[config.mk]
export PLATFORM = sky130hd
export DESIGN_NAME = mips_multicycle_ctrl
export DESIGN_NICKNAME = d
export VERILOG_FILES = /design/src/rtl/mips_multicycle_ctrl.sv
export SDC_FILE = /design/constraint.sdc
export NUM_CORES = 1
export LEC_CHECK = 0
export CAP_MARGIN = 5
export CORE_MARGIN = 2
export CORE_UTILIZATION = 43
export CTS_CLUSTER_SIZE = 8
export DETAILED_ROUTE_END_ITERATION = 16
export MAX_ROUTING_LAYER = met4
export PLACE_DENSITY = 0.77
export SLEW_MARGIN = 15
export SYNTH_ARGS = -nofsm -noshare
export SYNTH_HDL_FRONTEND = slang
export SYNTH_SLANG_ARGS = --single-unit
[constraint.sdc]
create_clock -name clk_i -period 1.8 [get_ports clk_i]
set_clock_uncertainty 0.05 [all_clocks]
set_input_delay 0.36 -clock clk_i [delete_from_list [all_inputs] [get_ports clk_i]]
set_output_delay 0.36 -clock clk_i [all_outputs]
set_load 0.03 [all_outputs]
[src/rtl/mips_multicycle_ctrl.sv]
// Main control FSM for the multi-cycle MIPS datapath.
// Moore outputs per state, with FETCH's IR/PC write and BRANCH's PC write qualified by inputs.
// Memory states wait on mem_ready_i and trap to HALT with bus_err_o after TIMEOUT wait cycles.
// Optional retired-instruction counter (instr_cnt_o) enabled by macro CTRL_PERF_CNT_EN.
module mips_multicycle_ctrl #(
  parameter int unsigned TIMEOUT = 16,
  parameter int unsigned CNT_W   = 5
) (
  input  logic        clk_i,
  input  logic        rst_i,
  input  logic [5:0]  opcode_i,
  input  logic        zero_i,
  input  logic        mem_ready_i,
  output logic        pc_we_o,
  output logic        iord_o,
  output logic        mem_rd_o,
  output logic        mem_wr_o,
  output logic        ir_we_o,
  output logic        reg_we_o,
  output logic        reg_dst_o,
  output logic        mem_to_reg_o,
  output logic        alu_src_a_o,
  output logic [1:0]  alu_src_b_o,
  output logic [1:0]  alu_op_o,
  output logic [1:0]  pc_src_o,
  output logic        ext_sign_o,
  output logic        illegal_o,
  output logic        bus_err_o,
`ifdef CTRL_PERF_CNT_EN
  output logic [31:0] instr_cnt_o,
`endif
  output logic [3:0]  state_o
);

  typedef enum logic [3:0] {
    StReset    = 4'd0,
    StFetch    = 4'd1,
    StDecode   = 4'd2,
    StMemAddr  = 4'd3,
    StMemRead  = 4'd4,
    StMemWb    = 4'd5,
    StMemWrite = 4'd6,
    StRExec    = 4'd7,
    StRWb      = 4'd8,
    StBranch   = 4'd9,
    StJump     = 4'd10,
    StIExec    = 4'd11,
    StIWb      = 4'd12,
    StHalt     = 4'd15
  } state_e;

  localparam logic [5:0] OpRType = 6'b000000;
  localparam logic [5:0] OpLw    = 6'b100011;
  localparam logic [5:0] OpSw    = 6'b101011;
  localparam logic [5:0] OpBeq   = 6'b000100;
  localparam logic [5:0] OpBne   = 6'b000101;
  localparam logic [5:0] OpJ     = 6'b000010;
  localparam logic [5:0] OpAddi  = 6'b001000;
  localparam logic [5:0] OpSlti  = 6'b001010;
  localparam logic [5:0] OpAndi  = 6'b001100;
  localparam logic [5:0] OpOri   = 6'b001101;

  // Last waiting cycle: one more miss would make TIMEOUT wait cycles.
  localparam logic [CNT_W-1:0] TimeoutLast = CNT_W'(TIMEOUT - 1);

  state_e           r_state, w_state_next;
  logic [CNT_W-1:0] r_wait_cnt, w_wait_cnt_next;
  logic             r_illegal, w_illegal_next;
  logic             r_bus_err, w_bus_err_next;
  logic             w_retire;

  // State, wait counter and sticky trap flags.
  always_ff @(posedge clk_i) begin
    if (rst_i) begin
      r_state    <= StReset;
      r_wait_cnt <= '0;
      r_illegal  <= 1'b0;
      r_bus_err  <= 1'b0;
    end else begin
      r_state    <= w_state_next;
      r_wait_cnt <= w_wait_cnt_next;
      r_illegal  <= w_illegal_next;
      r_bus_err  <= w_bus_err_next;
    end
  end

  // Memory-state wait handling shared by FETCH, MEM_READ and MEM_WRITE.
  logic w_in_mem_state;
  logic w_timeout;
  always_comb begin
    w_in_mem_state = (r_state == StFetch) || (r_state == StMemRead) ||
                     (r_state == StMemWrite);
    w_timeout      = w_in_mem_state && !mem_ready_i && (r_wait_cnt == TimeoutLast);
    // Counter is zero whenever we are outside a wait, so entry always starts at 0.
    w_wait_cnt_next = '0;
    if (w_in_mem_state && !mem_ready_i && !w_timeout) begin
      w_wait_cnt_next = r_wait_cnt + 1'b1;
    end
  end

  // Next-state logic and per-state control outputs.
  always_comb begin
    w_state_next   = r_state;
    w_illegal_next = r_illegal;
    w_bus_err_next = r_bus_err | w_timeout;
    w_retire       = 1'b0;
    pc_we_o        = 1'b0;
    iord_o         = 1'b0;
    mem_rd_o       = 1'b0;
    mem_wr_o       = 1'b0;
    ir_we_o        = 1'b0;
    reg_we_o       = 1'b0;
    reg_dst_o      = 1'b0;
    mem_to_reg_o   = 1'b0;
    alu_src_a_o    = 1'b0;
    alu_src_b_o    = 2'b00;
    alu_op_o       = 2'b00;
    pc_src_o       = 2'b00;
    ext_sign_o     = !((opcode_i == OpAndi) || (opcode_i == OpOri));

    unique case (r_state)
      StReset: begin
        ext_sign_o   = 1'b1;
        w_state_next = StFetch;
      end
      StFetch: begin
        mem_rd_o    = 1'b1;
        alu_src_b_o = 2'b01;
        ir_we_o     = mem_ready_i;
        pc_we_o     = mem_ready_i;
        if (mem_ready_i)    w_state_next = StDecode;
        else if (w_timeout) w_state_next = StHalt;
      end
      StDecode: begin
        alu_src_b_o = 2'b11;
        case (opcode_i)
          OpRType:                        w_state_next = StRExec;
          OpLw, OpSw:                     w_state_next = StMemAddr;
          OpBeq, OpBne:                   w_state_next = StBranch;
          OpJ:                            w_state_next = StJump;
          OpAddi, OpSlti, OpAndi, OpOri:  w_state_next = StIExec;
          default: begin
            w_illegal_next = 1'b1;
            w_state_next   = StHalt;
          end
        endcase
      end
      StMemAddr: begin
        alu_src_a_o  = 1'b1;
        alu_src_b_o  = 2'b10;
        w_state_next = (opcode_i == OpLw) ? StMemRead : StMemWrite;
      end
      StMemRead: begin
        mem_rd_o = 1'b1;
        iord_o   = 1'b1;
        if (mem_ready_i)    w_state_next = StMemWb;
        else if (w_timeout) w_state_next = StHalt;
      end
      StMemWb: begin
        reg_we_o     = 1'b1;
        mem_to_reg_o = 1'b1;
        w_retire     = 1'b1;
        w_state_next = StFetch;
      end
      StMemWrite: begin
        mem_wr_o = 1'b1;
        iord_o   = 1'b1;
        if (mem_ready_i) begin
          w_retire     = 1'b1;
          w_state_next = StFetch;
        end else if (w_timeout) begin
          w_state_next = StHalt;
        end
      end
      StRExec: begin
        alu_src_a_o  = 1'b1;
        alu_op_o     = 2'b10;
        w_state_next = StRWb;
      end
      StRWb: begin
        reg_we_o     = 1'b1;
        reg_dst_o    = 1'b1;
        w_retire     = 1'b1;
        w_state_next = StFetch;
      end
      StIExec: begin
        alu_src_a_o  = 1'b1;
        alu_src_b_o  = 2'b10;
        alu_op_o     = 2'b11;
        w_state_next = StIWb;
      end
      StIWb: begin
        reg_we_o     = 1'b1;
        w_retire     = 1'b1;
        w_state_next = StFetch;
      end
      StBranch: begin
        alu_src_a_o  = 1'b1;
        alu_op_o     = 2'b01;
        pc_src_o     = 2'b01;
        pc_we_o      = ((opcode_i == OpBeq) && zero_i) || ((opcode_i == OpBne) && !zero_i);
        w_retire     = 1'b1;
        w_state_next = StFetch;
      end
      StJump: begin
        pc_src_o     = 2'b10;
        pc_we_o      = 1'b1;
        w_retire     = 1'b1;
        w_state_next = StFetch;
      end
      StHalt: begin
        w_state_next = StHalt;
      end
      default: begin
        w_state_next = StHalt;
      end
    endcase
  end

  assign illegal_o = r_illegal;
  assign bus_err_o = r_bus_err;
  assign state_o   = r_state;

`ifdef CTRL_PERF_CNT_EN
  logic [31:0] r_instr_cnt;

  // Retired-instruction counter; wraps naturally at 32 bits.
  always_ff @(posedge clk_i) begin
    if (rst_i)         r_instr_cnt <= '0;
    else if (w_retire) r_instr_cnt <= r_instr_cnt + 32'd1;
  end

  assign instr_cnt_o = r_instr_cnt;
`else
  logic w_unused_retire;
  assign w_unused_retire = w_retire;
`endif

endmodule

### Yosys cells after proc, flatten, opt, wreduce, memory -nomap -nowiden

Cells that the tools add are included.

* memories kept: 0
* logic and storage cells: 77
* ROM bits: 0
* output and inout port bits: 22
* latch bits: 0
* input bits: 10
* bits in writable memories: 0
* flip-flop bits (word level): 11

* muxes and demuxes: 20
* shifts and indexed selects: 0
* eq/ne operators: 22
* $lt $le $gt $ge: 0
* multiply operators: 0
* add/subtract/negate cells: 1
* divide/modulo/power cells: 0
* bitwise operators: 3
* reduce and logical (&&, ||, !) cells: 27

Operators with widths (count)
* 4-bit one-hot mux with 8 select lines: 1
* 6-bit by 4-bit == test with 1-bit output, second input constant: 4
* 4-bit == test, second input constant: 5
* 4-bit one-hot mux with 5 select lines: 1
* 4-bit by 3-bit == test with 1-bit output, second input constant: 4
* 4-bit 2-to-1 mux: 4
* 6-bit by 3-bit == test with 1-bit output, second input constant: 2
* 6-bit == test, second input constant: 2
* 2-bit one-hot mux with 3 select lines: 2
* 2-bit OR reduction: 6
* 10-bit OR reduction: 1
* 1-bit 2-to-1 mux: 9
* 4-bit by 2-bit == test with 1-bit output, second input constant: 2
* 4-bit OR reduction: 2
* 6-bit by 2-bit == test with 1-bit output, second input constant: 1
* 6-bit logical NOT: 1
* 6-bit OR reduction: 1
* 5-bit by 1-bit adder with 5-bit output, second input constant: 1
* 5-bit by 4-bit == test with 1-bit output, second input constant: 1
* 1-bit logical AND: 5
* 4-bit by 1-bit == test with 1-bit output, second input constant: 1
* 1-bit logical NOT: 4
* 4-bit logical NOT: 1
* 1-bit logical OR: 4
* other kinds (7): 8

### Depth between registers and ports, before layout

* depth after elaboration: 9
* gate-level depth with buffers: 7
* gate-level depth less buffers: 7

### Worst setup path after synthesis

OpenSTA, ideal clock, no wires.

* path kind: flip-flop to output port
* start: reg r_state[3] (netlist: state_o[3])
* end: out pc_we_o
* stages on the path, launching flop included: 6
* path buffers: 1
* required time: 1.390 ns
* arrival time: 1.800 ns
* setup slack: -0.410 ns
* cells stage by stage: dfxtp_1 buf_4 inv_2 nor2_1 a21oi_1 o21ai_0

* longest elaborated chain between the ends: 2
* elaborated cells between the ends (all ways): 4
* classes of those cells: eq/ne: 3; mux: 1

Ends and longest elaborated chain
* from (decl): line 66 `state_e r_state, w_state_next;`
* from (signal assigned): line 75 `r_state <= StReset;`
* from (signal assigned): line 80 `r_state <= w_state_next;`
* 4-bit == test / 4-bit by 1-bit == test with 1-bit output (equally long branches): line 121 `unique case (r_state)`
* 1-bit one-hot mux with 3 select lines *: line 121
* to (decl): line 14 `output logic pc_we_o,`

Every way passes the cells marked *; elsewhere a longest branch is shown, timed or not.

### Worst setup path in the final report

* start: reg r_state[1] (netlist: state_o[1])
* end: out pc_we_o

The elaborated chain is that of the path after synthesis.

==> metrics.yaml <==
yosysTopAreaCell: "dfxtp_1"
insertedDiodeCount: 0
worstPathRequired_ns: 1.39
hpwl_um: 1960
cp-end-kind: "output port"
slowest_stage: "dfxtp_2"
layout.nets: 199
cts_tree: "done"
cts_buffers: 3
synth_nets: 134
maxCapViolations: 0
dpl.cell_count: 195
crit_chain: "buf_6 -> nand3b_1 -> nor2_2 -> a21oi_2 -> o21ai_1 -> buf_4"
power_density_nw_per_um2: 1360
ys_top_cells_by_area: "dfxtp_1, nor2_1, a21oi_1"
synth_edf_count: 0
worstMarginPinSlew_ns: 0.373
clk_latency_ns: 0.27
h-tree-depth: 1
fin_util_pct: 80.7
clockBufferDepth: 2
ys_seq_area_share_pct: 25.6
clk_pin_slew_worst_paths_ns: 0.07
drc: 0
finalHoldViolCount: 0
syn_to_final_growth_pct: 80.2
drtIter0Drc: 30
gr-total-overflow: 0
hold_path.class: "reg2reg"
rsz0062_at_grt: "true"
synthXorXnorAreaFrac_pct: 3.05
postLayoutSetupSlackWorst_ns: -0.00449
outcome: "complete, but fails checks"
crit_fanout: 8
gp_congestion: 0.799
grt_pass1_vias: 1082
synth-async-reset-ratio_pct: 0
synth_top_cell_area_share_pct: 25.6
synth_top_family_by_area: "simple AND/OR/NAND/NOR gates"
setup_viol: 1
grt_pass1_wl_um: 4790
grt_usage_pct: 26.2
antenna_left: 0
fp.dieArea_um2: 2380
relSlewSlack_pct: 74.8
worst-endpoint-arrival_ns: 1.39
die_h_um: 48.7
synth_top_flop_cell: "dfxtp_1"
synth.distinct_cells: 45
max_stage_delay_ns: 0.32
p_leak_nw: 0.648
cp-start-kind: "flop"
fp.dieW_um: 48.7
grt_max_degree: 16
via_per_inst: 5.52
period_needed_ns: 1.80
rows: 16
finalCritPeriodShare_pct: 100
synth_simple_gate_area_share_pct: 36.6
p_total_mw: 2.11
synth_cells: 122
worstSetupPathType: "reg2out"
initial_core_util_pct: 44.8
ys.warnings.count: 0
finalMaxSlewViolations: 0
antenna_found_initial: 0
stdcell_count: 213
violations: "negative setup slack"
final.setup.tns_ns: -0.00449
port_buffers: 31
vias: 1175
ir_worst_vdd_mv: 0.908
wl_um: 2970
yosys.area_share.adder_pct: 2.91
cts_root_buf: "clkbuf_4"
synthesis.area_um2: 861
fmax_ghz: 0.554
synth-seq-cells: 11
drive_above_1_share_pct: 48.4
synthMuxAreaShare_pct: 0
fp.coreArea_um2: 1920
ios: 32
drt_pass1_iterations: 4
wl_per_cell_um: 13.9
synth-compound-area-share_pct: 25.0
syn_area_per_cell_um2: 7.06
cts.sinks: 11
[state kept, by name (all words and copies together), names as in the netlist]
signal,cells
state_o,4
r_wait_cnt,5
illegal_o,1
bus_err_o,1
[path summary, 6_finish.rpt]
| path | cells past startpoint | endpoint | start | slack [ns] |
|---|---|---|---|---|
| hold / removal | 1 | r_wait_cnt[0] | r_wait_cnt[0] | 0.40 |
| setup / recovery | 6 | pc_we_o | state_o[1] | -0.004 |
| setup reg to reg | 7 | state_o[3] | r_wait_cnt[0] | 0.07 |
| hold reg to reg | 1 | r_wait_cnt[0] | r_wait_cnt[0] | 0.40 |
[power by group]
group          total [mW]  switching (mW)  internal [mW]
logic                1.62           0.916          0.699
clock network       0.164          0.0783         0.0858
registers           0.335          0.0382          0.297
[Yosys cell counts (all sizes together) (4+ instances only)]
master	count
a21oi	8
buf	6
dfxtp	11
inv	6
nand2	8
nand2b	5
nand3	4
nor2	24
o21ai	7
[what timing repair did]
item                                    4_1_cts  5_1_grt
endpoints found under the hold margin         0        0
gates cloned                                  1        0
pin swaps                                     3        4
endpoints found under the setup margin        8       10
setup buffers                                11        2
hold buffers                                  0        0
resized for setup                            33       15
[worst max-delay path, delay by kind of cell, from the launching register on]
family / cells / cell delay, ns
buffers and inverters: 2 / 0.30
DFF: 1 / 0.32
AOI/OAI and AO/OA: 2 / 0.18
and+or+nand+nor: 2 / 0.33
[placed cells by master, fill, tap and decap left out, types with 3 or more instances in the layout]
cell type | netlist | final
a21oi_1 | 7 | 6
a31oi_1 | 3 | 3
buf_4 | 1 | 44
buf_6 | 0 | 8
clkbuf_4 | 0 | 3
clkdlybuf4s50_1 | 0 | 4
dfxtp_1 | 11 | 7
dfxtp_2 | 0 | 4
dlygate4sd2_1 | 0 | 8
inv_1 | 5 | 5
nand2_1 | 7 | 7
nand2b_1 | 5 | 3
nand3_1 | 3 | 3
nor2_1 | 23 | 14
nor2_2 | 1 | 8
o21ai_0 | 5 | 4
o21ai_1 | 2 | 3
o22ai_1 | 3 | 3
[metrics by stage]
stage	hold WS (ns)	area, µm²	worst slack (ns)
global placement	0.381	1310	-0.398
global route	0.424	1550	-0.0670
CTS	0.421	1480	-0.00564
detailed placement	0.412	1310	-0.463
floorplan	0.368	883	-0.200
finish	0.403	1550	-0.00449
[layer usage]
metal	GRT usage [%]	share of wire (%)	up-vias
met3	7.41	5.4	11
met5	-	0	-
li1	-	-	567
met2	43.4	51	43
met4	10.0	1.9	0
met1	30.0	42	554
[cell families (layout without fill, tap and decap cells)]
| kind of cell | count (synthesis) | count (layout) |
|---|---|---|
| flip-flops | 11 | 11 |
| buffers and inverters | 13 | 77 |
| AND/OR/NAND/NOR | 60 | 60 |
| adder cells (fa/ha/maj) | 2 | 2 |
| XOR/XNOR | 3 | 3 |
| AO/OA/AOI/OAI | 33 | 33 |
[final cells by class]
type / count / area, µm²
multi-input combinational: 98 / 688
inverter: 6 / 22.5
fill: 133 / 370
clock buffer: 4 / 26.3
sequential: 11 / 225
timing repair buffer: 67 / 556
tap: 27 / 33.8
(Power assumes the default switching activity.)
